$ cat src/rtl/oam_dma_if.sv
// rtl/oam_dma_if.sv - CPU snoop and DMA bus signals between the CPU side and the OAM DMA engine
interface oam_dma_if;
   logic        i_cpu_rw;
   logic [15:0] i_cpu_address;
   logic [7:0]  i_cpu_data;
   logic [7:0]  i_data;
   logic        o_cpu_rdy;
   logic        o_dma_active;
   logic [15:0] o_address;
   logic        o_rw;
   logic [7:0]  o_data;

   // DMA engine side
   modport slave (
      input  i_cpu_rw, i_cpu_address, i_cpu_data, i_data,
      output o_cpu_rdy, o_dma_active, o_address, o_rw, o_data
   );

   // CPU / bus fabric side
   modport master (
      output i_cpu_rw, i_cpu_address, i_cpu_data, i_data,
      input  o_cpu_rdy, o_dma_active, o_address, o_rw, o_data
   );
endinterface

$ cat src/rtl/oam_dma.sv
// rtl/oam_dma.sv - sprite OAM DMA engine: copies one page to OAMDATA while stalling the CPU
module oam_dma #(
   parameter logic [15:0] P_TRIGGER_ADDR = 16'h4014,
   parameter logic [15:0] P_DEST_ADDR    = 16'h2004,
   parameter int          P_LENGTH       = 256
) (
   input  logic     i_clk,
   input  logic     i_reset,
   oam_dma_if.slave bus
);

   // Index of the final byte; index is 8 bits so a 256-byte transfer ends at $FF.
   localparam logic [7:0] LAST_IDX = 8'(P_LENGTH - 1);

   typedef enum logic [2:0] {
      S_IDLE,
      S_HALT,
      S_ALIGN,
      S_READ,
      S_WRITE
   } state_t;

   state_t      state;
   state_t      state_nxt;
   logic [7:0]  page;
   logic [7:0]  idx;
   logic [7:0]  latch;
   logic        parity;
   logic        trigger;

   // Only a CPU write to the trigger address while idle starts a transfer.
   assign trigger = (state == S_IDLE) && !bus.i_cpu_rw && (bus.i_cpu_address == P_TRIGGER_ADDR);

   // State register.
   always_ff @(posedge i_clk) begin
      if (i_reset) begin
         state <= S_IDLE;
      end else begin
         state <= state_nxt;
      end
   end

   // Datapath: GET/PUT parity, source page, byte index and read-data latch.
   always_ff @(posedge i_clk) begin
      if (i_reset) begin
         parity <= 1'b0;
         page   <= 8'h00;
         idx    <= 8'h00;
         latch  <= 8'h00;
      end else begin
         parity <= ~parity;
         if (trigger) begin
            page <= bus.i_cpu_data;
            idx  <= 8'h00;
         end
         if (state == S_READ) begin
            latch <= bus.i_data;
         end
         if ((state == S_WRITE) && (idx != LAST_IDX)) begin
            idx <= idx + 8'h01;
         end
      end
   end

   // Next-state: an ALIGN dummy read is inserted when HALT lands on a GET cycle,
   // so that every READ falls on GET and every WRITE on PUT.
   always_comb begin
      state_nxt = state;
      case (state)
         S_IDLE:  state_nxt = trigger ? S_HALT : S_IDLE;
         S_HALT:  state_nxt = parity ? S_READ : S_ALIGN;
         S_ALIGN: state_nxt = S_READ;
         S_READ:  state_nxt = S_WRITE;
         S_WRITE: state_nxt = (idx == LAST_IDX) ? S_IDLE : S_READ;
         default: state_nxt = S_IDLE;
      endcase
   end

   // Bus outputs decoded from registered state only.
   always_comb begin
      bus.o_cpu_rdy    = 1'b1;
      bus.o_dma_active = 1'b0;
      bus.o_address    = 16'h0000;
      bus.o_rw         = 1'b1;
      bus.o_data       = 8'h00;
      case (state)
         S_IDLE: begin
         end
         S_HALT: begin
            bus.o_cpu_rdy = 1'b0;
         end
         S_ALIGN, S_READ: begin
            bus.o_cpu_rdy    = 1'b0;
            bus.o_dma_active = 1'b1;
            bus.o_address    = {page, idx};
         end
         S_WRITE: begin
            bus.o_cpu_rdy    = 1'b0;
            bus.o_dma_active = 1'b1;
            bus.o_rw         = 1'b0;
            bus.o_address    = P_DEST_ADDR;
            bus.o_data       = latch;
         end
         default: begin
         end
      endcase
   end

endmodule

$ cat src/flat_wrapper.sv
// flat-port wrapper written by rule: the top's interface ports become plain ports
module oam_dma_flat 
#(
   parameter logic [15:0] P_TRIGGER_ADDR = 16'h4014,
   parameter logic [15:0] P_DEST_ADDR    = 16'h2004,
   parameter int          P_LENGTH       = 256
)
  (i_clk, i_reset, bus_i_cpu_rw, bus_i_cpu_address, bus_i_cpu_data, bus_i_data, bus_o_cpu_rdy, bus_o_dma_active, bus_o_address, bus_o_rw, bus_o_data);
  oam_dma_if bus_i ();
  input  logic i_clk;
  input  logic i_reset;
  input wire logic [$bits(bus_i.i_cpu_rw)-1:0] bus_i_cpu_rw;
  input wire logic [$bits(bus_i.i_cpu_address)-1:0] bus_i_cpu_address;
  input wire logic [$bits(bus_i.i_cpu_data)-1:0] bus_i_cpu_data;
  input wire logic [$bits(bus_i.i_data)-1:0] bus_i_data;
  output wire logic [$bits(bus_i.o_cpu_rdy)-1:0] bus_o_cpu_rdy;
  output wire logic [$bits(bus_i.o_dma_active)-1:0] bus_o_dma_active;
  output wire logic [$bits(bus_i.o_address)-1:0] bus_o_address;
  output wire logic [$bits(bus_i.o_rw)-1:0] bus_o_rw;
  output wire logic [$bits(bus_i.o_data)-1:0] bus_o_data;
  assign bus_i.i_cpu_rw = bus_i_cpu_rw;
  assign bus_i.i_cpu_address = bus_i_cpu_address;
  assign bus_i.i_cpu_data = bus_i_cpu_data;
  assign bus_i.i_data = bus_i_data;
  assign bus_o_cpu_rdy = bus_i.o_cpu_rdy;
  assign bus_o_dma_active = bus_i.o_dma_active;
  assign bus_o_address = bus_i.o_address;
  assign bus_o_rw = bus_i.o_rw;
  assign bus_o_data = bus_i.o_data;
  oam_dma #(.P_TRIGGER_ADDR(P_TRIGGER_ADDR), .P_DEST_ADDR(P_DEST_ADDR), .P_LENGTH(P_LENGTH)) u_core (.i_clk(i_clk), .i_reset(i_reset), .bus(bus_i));
endmodule
$ cat config.mk
export PLATFORM = sky130hd
export DESIGN_NAME = oam_dma_flat
export DESIGN_NICKNAME = d
export VERILOG_FILES = /design/src/rtl/oam_dma_if.sv /design/src/rtl/oam_dma.sv /design/src/flat_wrapper.sv
export SDC_FILE = /design/constraint.sdc
export NUM_CORES = 1
export LEC_CHECK = 0
export ABC_AREA = 1
export BUFFER_PORTS_ARGS = -buffer_cell sky130_fd_sc_hd__buf_2
export CAP_MARGIN = 30
export CORE_ASPECT_RATIO = 0.7
export CORE_MARGIN = 1
export CORE_UTILIZATION = 42
export DETAILED_ROUTE_END_ITERATION = 16
export PLACE_DENSITY = 0.75
export SLEW_MARGIN = 10
export SYNTH_ARGS = -nofsm -noshare
export SYNTH_HDL_FRONTEND = slang
export SYNTH_SLANG_ARGS = --single-unit
export TNS_END_PERCENT = 50
$ cat constraint.sdc
create_clock -name i_clk -period 1.23 [get_ports i_clk]
set_input_delay 0.246 -clock i_clk [delete_from_list [all_inputs] [get_ports i_clk]]
set_output_delay 0.246 -clock i_clk [all_outputs]
set_load 0.01 [all_outputs]
* Word level (Yosys, flattened, before mapping)
Cells that the tools add are included.
** Operators by class
- $add $sub $neg :: 1
- Equality and inequality tests :: 7
- Mux-type cells :: 11
- Bitwise gates (word level) :: 1
- Reduce and logical (&&, ||, !) cells :: 9
** Operators by type and width (number)
- $pmux 16 s2 :: 1
- $mux 8 :: 3
- $eq 16x15->1 const B :: 1
- $pmux 3 s5 :: 1
- $add 8x1->8 const B :: 1
- $eq 8x8->1 const B :: 1
- $ne 8x8->1 const B :: 1
- $eq 3x2->1 const B :: 2
- $mux 1 :: 5
- $reduce_or 4->1 :: 1
- $eq 3x1->1 const B :: 1
- $eq 3x3->1 const B :: 1
- $logic_and 1x1->1 :: 3
- $logic_not 3->1 :: 1
- $reduce_or 3->1 :: 1
- $mux 2 :: 1
- $reduce_bool 2->1 :: 1
- $reduce_or 2->1 :: 1
- $logic_not 1->1 :: 1
- $not 1->1 :: 1
** Word-level totals
- Bits in registers :: 28
- Input bits :: 35
- Output and inout bits :: 27
- Word-level logic and storage cells :: 34

* Depth between registers and ports, before layout
Gate-level depths: netlist of the first run.
- Depth in word-level cells :: 5
- Gate-level depth with buffers :: 8
- Gate-level depth less buffers :: 8

* Worst setup path after synthesis of the first run
No wires, ideal clock.
- Kind :: register to register
- Start :: reg u_core.idx[0]
- End :: reg u_core.idx[0]
- Setup time :: 0.120 ns
- Data arrival time :: 1.191 ns
- Required time :: 1.110 ns
- Slack :: -0.081 ns
- Stages on the path, launching flop included :: 9
- Buffers on the path :: 0
- Clock period less this slack :: 1.311 ns
- Path through :: dfxtp_1 > ha_1 > nand2_1 > nor2_1 > nand3_1 > nand2_4 > inv_2 > o21ai_1 > a21oi_1
** Between the ends
- Word-level cells in the longest chain between the ends :: 3
- Elaborated cells between the ends (all ways) :: 5
- Classes of those cells :: 1 x add/sub; 1 x eq/ne; 1 x mux; 2 x reduce/logical
** Ends and longest elaborated chain
- start: declaration :: line oam_dma.sv:26 : logic [7:0] idx;
- start signal: assignment :: line oam_dma.sv:60 : idx <= idx + 8'h01;
- branches (longest 3 deep; another with $add 8x1->8)
Several ways; the timed one is not identified.
A chain may end at the register's enable or synchronous reset.

* Final worst setup path of the first run
- Start :: reg u_core.state[0]
- End :: out bus_o_data[7]
** Between the ends
- Word-level cells in the longest chain between the ends :: 2
** Ends and longest elaborated chain
- start: declaration :: line oam_dma.sv:23 : state_t state;
- start signal: assignment :: line oam_dma.sv:39 : state <= state_nxt;
- $eq 3x3->1 :: line oam_dma.sv:86 : case (state)
- $mux 8 :: line oam_dma.sv:86
- end: declaration :: line flat_wrapper.sv:20 : output wire logic [$bits(bus_i.o_data)-1:0] bus_o_data;
Every way passes these cells.

==> key figures, run 1 <==
Run status
  – Run status: finished, violations left
  – Violated checks: negative setup slack

Yosys
  – Compound-gate portion of the synthesized area: 13.3%
  – Library cell with the highest instance count after synthesis: sky130_fd_sc_hd__nor2_1
  – Cell count after synthesis: 211
  – Synth top area cells: sky130_fd_sc_hd__dfxtp_1 (39%), sky130_fd_sc_hd__nor2_1 (10%), sky130_fd_sc_hd__a21oi_1 (8.4%)
  – Post-synthesis share of cell area spent on full adders, half adders and majority gates: 0.874%
  – Most common library cells after synthesis: sky130_fd_sc_hd__nor2_1 (38), sky130_fd_sc_hd__nand2_1 (32), sky130_fd_sc_hd__inv_1 (31), sky130_fd_sc_hd__dfxtp_1 (28), sky130_fd_sc_hd__a21oi_1 (24)
  – Post-Synth Simple-Gate Area: 33.4%
  – Proportion of synthesized chip area in sequential cells: 39.2%
  – Register bit count reported by yosys: 28
  – Largest family of logic cells by synthesized area: simple AND/OR/NAND/NOR gates
  – Mean cell area of the mapped netlist: 6.78 um^2
  – EDFF count, synth: 0
  – Netlist cell types: 23
  – Fraction of synthesized cell area taken by the top area cell type: 39.2%
  – Net count of the mapped netlist: 247
  – Top_reg_cell synth: sky130_fd_sc_hd__dfxtp_1
  – Warning count from the yosys run: 0
  – Proportion of synthesized flip-flops having asynchronous set or reset: 0%
  – Mapped cell area: 0.00143 mm^2
  – Xor/xnor share of the synthesized area: 1.84%
  – Multiplexer share of the synthesized area: 0%
  – Synth area leader: sky130_fd_sc_hd__dfxtp_1

Floorplanning
  – Boundary pin count: 62
  – Core region area: 0.00319 mm^2
  – Total die area: 0.00365 mm^2
  – Initial core utilization: 44.9%
  – Die span in y: 50.8 um
  – Placement Rows: 17
  – Chip width: 71.8 um

Detailed routing
  – Via count normalized by instance count: 5.07
  – Antenna-violating nets left: 0
  – Initial drt markers: 118
  – Vias after detailed routing: 1689
  – Avg WL per Cell: 14.6 um
  – DRC violations left: 0
  – Initial DRT Pass Iterations: 4
  – Total wirelength of the detailed-routed design: 4850 um

Worst hold path
  – Cell count of the worst hold path: 3
  – Class of the most critical hold timing path: in -> reg

Final layout
  – Fraction of final layout cells with drive strength greater than 1: 50.2%
  – Final net count: 332
  – P&R area growth vs syn: 64.5%
  – Layout fillers: 217
  – Antenna diode count: 0

STA
  – Total of endpoints with negative setup slack in the final report: 47
  – Remaining max-slew budget at the tightest pin: 75.0%
  – Max Slew Vio Count: 0
  – Final min period: 1.47 ns
  – RSZ-0062 raised after global routing: true
  – Transition time at the pin with the least slew margin: 0.374 ns
  – Upper clock frequency limit: 679 MHz
  – Final Skew: 0.00510 ns
  – Period utilization: 120%
  – Setup slack after layout: -0.242 ns
  – Final-report hold violation count: 0

Global routing
  – GRT Util Overall: 22.2%
  – Grt ovf: 0
  – Vias in the first global route: 1450
  – Initial antenna violation count: 0
  – Maximum number of pins on one net before global-route repair: 18
  – Wire length of the first global-routing pass: 6330 um

Power and ir drop
  – Leakage: 1.01 nW
  – Power density of the placed cells: 748 mW/mm^2
  – Power consumption: 0.00176 W
  – Max IR drop VDD: 0.646 mV

Worst setup path
  – Start-to-end type of the worst setup path: reg -> out
  – Length in cells of the worst reg-to-reg path: 8
  – Top fanout value on the critical path: 6
  – Kind of start point of the critical path: flip-flop
  – Critical path's largest stage delay: 0.36 ns
  – Data arrival time at the worst-slack endpoint: 1.23 ns
  – Crit path required time: 0.98 ns
  – Element type at the critical path end: primary output
  – Sequence of cells on the critical path: nor2_4 -> nand2_4 -> buf_8 -> nor2_2 -> buf_2
  – Slowest library cell on the worst path: sky130_fd_sc_hd__dfxtp_2

CTS
  – Clock buffer count from CTS: 3
  – H-Tree Level Count: 1
  – CTS sink count: 28
  – Clock network latency to the later pin of the worst-skew pair: 0.29 ns
  – Maximum count of clock buffers along a single path: 2
  – TritonCTS clock tree: built
  – Clk pin slew, worst setup/hold paths: 0.10 ns
  – Post-CTS Hold Fix Bufs: 0
  – Clock root buffer master: sky130_fd_sc_hd__clkbuf_8

Placement
  – Placer's final routability congestion estimate: 0.843
  – Worst slack at placement: -0.0583 ns
  – HPWL after DPL: 2610 um
  – Number of port buffers: 61

Flow run
  – Maximum capacitance violations: 0
-- layer usage --
layer	track usage [%]	wire, um
met3	6.31	334
met2	37.6	2370
met1	28.5	1950
met5	0	0
met4	4.58	193
-- cell type report --
type | instances | area, um^2 | area share [%]
Inverter | 34 | 148 | 6.27
Clock inverter | 1 | 30.0 | 1.28
Tap cell | 38 | 47.5 | 2.02
Timing Repair Buffer | 86 | 559 | 23.8
Sequential cell | 28 | 573 | 24.3
Multi-Input combinational cell | 143 | 956 | 40.6
Clock buffer | 3 | 41.3 | 1.75
-- sequential cells by signal, summed over array words and instances, names as in the netlist --
signal	count
u_core.idx	8
u_core.latch	8
u_core.page	8
u_core.state	3
u_core.parity	1
-- what timing repair did --
| item | CTS | global route |
|---|---|---|
| pin swaps | 1 | 17 |
| setup buffers | 4 | 5 |
| cloned | 1 | 1 |
| setup endpoints to repair | 37 | 48 |
| endpoints found under the hold margin | 0 | 0 |
| gates resized for setup | 11 | 71 |
-- layout by cell type (no fill, tap or decap), types with 4 or more instances in the layout --
cell type                  n
sky130_fd_sc_hd__nand2_4   8
sky130_fd_sc_hd__a21oi_2   6
sky130_fd_sc_hd__nor2_4    6
sky130_fd_sc_hd__nand3_2   6
sky130_fd_sc_hd__o21ai_1   4
sky130_fd_sc_hd__a21oi_1  18
sky130_fd_sc_hd__nand3_1   4
sky130_fd_sc_hd__buf_2    57
sky130_fd_sc_hd__buf_4    16
sky130_fd_sc_hd__nor2_1   24
sky130_fd_sc_hd__dfxtp_1  22
sky130_fd_sc_hd__o21ai_0   9
sky130_fd_sc_hd__nand2_1  24
sky130_fd_sc_hd__buf_6    11
sky130_fd_sc_hd__nand4_1   9
sky130_fd_sc_hd__nor2_2   11
sky130_fd_sc_hd__dfxtp_2   4
sky130_fd_sc_hd__inv_1    30
-- worst max-delay path: cells and delay by family (launching register included) --
kind | cells | cell delay (ns)
buffers and inverters | 2 | 0.28
and+or+nand+nor | 3 | 0.30
DFF | 1 | 0.36
-- per-stage QoR --
| stage | hold slack [ns] | instance area (um^2) | TNS, ns | cells | util (%) |
|---|---|---|---|---|---|
| floorplan | 0.393 | 1460 | 0 | 211 | - |
| CTS | 0.229 | 2040 | -6.70 | 328 | 63.8 |
| global placement | 0.400 | 1900 | -0.00112 | 319 | 59.5 |
| finish | 0.227 | 2350 | -7.95 | 333 | 73.8 |
| global route | 0.236 | 2350 | -10.86 | 333 | 73.8 |
| detailed placement | 0.407 | 1900 | -0.264 | 319 | 59.5 |
-- worst paths after layout --
check / start / endpoint / slack [ns]
worst min-delay path: bus_i_data[6] / u_core.latch[6] / 0.23
worst max-delay path: u_core.state[0] / bus_o_data[7] / -0.24
worst min register to register: u_core.parity / u_core.parity / 0.42
worst max register to register: u_core.state[0] / u_core.page[5] / -0.21
-- power by group --
| part | internal, W | switching, W | leakage [nW] |
|---|---|---|---|
| clock | 0.000437 | 0.000310 | 0.0357 |
| combinational | 0.0000552 | 0.0000553 | 0.740 |
| sequential | 0.000904 | 0.00000104 | 0.229 |
| total | 0.00140 | 0.000366 | 1.01 |
-- logic make-up (layout without fill, tap and decap cells) --
logic type / count (synthesis) / in the layout
AO/OA/AOI/OAI: 38 / 38
AND/OR/NAND/NOR: 100 / 101
adder cells (fa/ha/maj): 1 / 1
XOR/XNOR: 3 / 3
flip-flops: 28 / 28
buffers and inverters: 41 / 124
Note: power is estimated with default switching activity, not from simulation.
==> run 2, diff against run 1 <==
--- a/config.mk
+++ b/config.mk
@@ -13,6 +13,7 @@
 export CORE_UTILIZATION = 42
 export DETAILED_ROUTE_END_ITERATION = 16
 export PLACE_DENSITY = 0.75
+export SETUP_SLACK_MARGIN = 0.05
 export SLEW_MARGIN = 10
 export SYNTH_ARGS = -nofsm -noshare
 export SYNTH_HDL_FRONTEND = slang
==> run 2 against run 1 <==
- the flow still finishes with violations (negative setup slack)
- sequential cell count is the same
- cell area shrank 0.37%
- non-clock buffer count shrank 2
- register-to-register slack gained 0.16 ns
- clock skew grew 0.0016 ns
- combinational power is essentially flat
- setup slack lost 0.016 ns
- largest power group unchanged
==> key figures, run 2 (same netlist as run 1, synthesis figures left out) <==
Global routing
  – Vias in the first global route: 1418
  – Wire length of the first global-routing pass: 6180 um
  – Initial antenna violation count: 0
  – Met3 capacity usage during global routing: 5.13%
  – Met2 global-route usage: 35.7%
  – GRT Util Overall: 21.4%
  – Met1 Use GR: 28.9%
  – Grt ovf: 0
  – Layer with the highest usage after global routing: met2
  – Maximum number of pins on one net before global-route repair: 18

Worst setup path
  – Start-to-end type of the worst setup path: reg -> out
  – Slowest library cell on the worst path: sky130_fd_sc_hd__dfxtp_2
  – Length in cells of the worst reg-to-reg path: 7
  – Element type at the critical path end: primary output
  – Category of cells accounting for the largest share of critical-path delay: flip-flops
  – Crit path required time: 0.98 ns
  – Sequence of cells on the critical path: nor2_4 -> nand2_4 -> buf_6 -> nor2_1 -> buf_2
  – CP startpoint: u_core.state[0]
  – Data arrival time at the worst-slack endpoint: 1.24 ns
  – Critical path depth: 5
  – Kind of start point of the critical path: flip-flop
  – Top fanout value on the critical path: 5
  – Critical Path End: bus_o_data[5]
  – Worst reg2reg setup slack: -0.05 ns
  – Worst path buffer plus inverter count: 2
  – Launching point of the worst reg2reg path: u_core.state[0]
  – Critical path's largest stage delay: 0.35 ns
  – Crit Reg-Reg Endpoint: u_core.page[4]

STA
  – Final min period: 1.49 ns
  – Final Skew: 0.00675 ns
  – Max Slew Vio Count: 0
  – Total of endpoints with negative setup slack in the final report: 41
  – Total negative slack for setup checks: -5.32 ns
  – RSZ-0062 raised after global routing: true
  – Final-report hold violation count: 0
  – Upper clock frequency limit: 672 MHz
  – Remaining max-slew budget at the tightest pin: 77.7%
  – Transition time at the pin with the least slew margin: 0.334 ns
  – Period utilization: 121%
  – Setup slack after layout: -0.259 ns

CTS
  – Clock root buffer master: sky130_fd_sc_hd__clkbuf_8
  – Post-CTS Hold Fix Bufs: 0
  – Clk pin slew, worst setup/hold paths: 0.10 ns
  – Maximum count of clock buffers along a single path: 2
  – H-Tree Level Count: 1
  – Clock network latency to the later pin of the worst-skew pair: 0.28 ns
  – Clock buffer count from CTS: 3
  – TritonCTS clock tree: built
  – CTS sink count: 28

Placement
  – Number of port buffers: 61
  – Placer's final routability congestion estimate: 0.806
  – Cell count after placement: 320
  – Total placed instance area: 0.00192 mm^2
  – Worst slack at placement: -0.0375 ns
  – HPWL after DPL: 2670 um

Power and ir drop
  – Power density of the placed cells: 748 mW/mm^2
  – Max IR drop VDD: 0.824 mV
  – Leakage: 0.980 nW

Final layout
  – Largest registers ranked by flip-flop count: u_core.idx (8), u_core.latch (8), u_core.page (8)
  – P&R area growth vs syn: 63.9%
  – Post-route insts no fill: 331
  – Post-layout utilization of the core: 73.5%
  – Most used cells in the layout excluding fill and tap cells: sky130_fd_sc_hd__buf_2 (46), sky130_fd_sc_hd__inv_1 (29), sky130_fd_sc_hd__nand2_1 (28), sky130_fd_sc_hd__a21oi_1 (22), sky130_fd_sc_hd__dfxtp_1 (22)
  – Fraction of final layout cells with drive strength greater than 1: 46.4%
  – Final net count: 330
  – Most frequent standard cell in the layout excluding fill and tap cells: sky130_fd_sc_hd__buf_2
  – Final Cell Area: 0.00235 mm^2
  – Antenna diode count: 0

Floorplanning
  – Initial core utilization: 44.9%
  – Boundary pin count: 62
  – Die span in y: 50.8 um
  – Chip width: 71.8 um
  – Placement Rows: 17
  – Core region area: 0.00319 mm^2
  – Total die area: 0.00365 mm^2

Detailed routing
  – Avg WL per Cell: 12.8 um
  – Vias after detailed routing: 1664
  – Antenna-violating nets left: 0
  – Total wirelength of the detailed-routed design: 4220 um
  – Initial drt markers: 124
  – Via count normalized by instance count: 5.03
  – Initial DRT Pass Iterations: 4
  – DRC violations left: 0

Worst hold path
  – Class of the most critical hold timing path: in -> reg

Run status
  – Run status: finished, violations left
  – Violated checks: negative setup slack

Flow run
  – Maximum capacitance violations: 0
run 2: cell count changes in the layout (fill, tap and decap cells not counted), sizes merged:
cell    change
buf         -2
clkinv      -1
inv         +1
run 2: metrics by stage:
stage | hold slack, ns | power (W)
2_1_floorplan | 0.393 | 0.000965
3_3_place_gp | 0.404 | 0.00103
3_5_place_dp | 0.409 | 0.00103
4_1_cts | 0.232 | 0.00175
5_1_grt | 0.228 | 0.00181
6_report | 0.228 | 0.00176
run 2: worst min-delay path, delay by kind of cell:
| kind | cells | cell delay [ns] |
|---|---|---|
| AO/OA/AOI/OAI | 2 | 0.16 |
| buffers and inverters | 1 | 0.08 |
run 2: final cells by class:
type                       count  area, um^2
fill                         229         845
sequential                    28         571
timing repair buffer          84         608
inverter                      34         135
tap                           38        47.5
clock buffer                   3        41.3
multi-input combinational    143         913
clock inverter                 1        30.0
run 2: how the worst min path moves through the flow:
stage                     slack (ns)              start  cells past startpoint               to
after CTS                       0.23  bus_i_cpu_data[1]                      3   u_core.page[1]
final                           0.23      bus_i_data[1]                      3  u_core.latch[1]
after detailed placement        0.41      u_core.parity                      1    u_core.parity
after global routing            0.23  bus_i_cpu_data[0]                      3   u_core.page[0]
after floorplan                 0.39      u_core.parity                      1    u_core.parity
after global placement          0.40      u_core.parity                      1    u_core.parity
run 2: repair_timing:
item	CTS	global route
cloned	0	1
gates resized for setup	17	61
pin swaps	8	18
setup buffers	3	3
endpoints found under the setup margin	44	53
run 2: where the power goes:
| part | switching [W] | internal (W) |
|---|---|---|
| Combinational | 0.0000531 | 0.0000557 |
| Clock | 0.000303 | 0.000436 |
| Sequential | 0.00000137 | 0.000906 |
run 2: metal layers:
metal  part of all wire, %  vias to the layer above
met1                    47                      776
met2                    48                       52
met5                     0                        -
li1                      -                      836
met4                     0                        0
met3                   5.0                        0
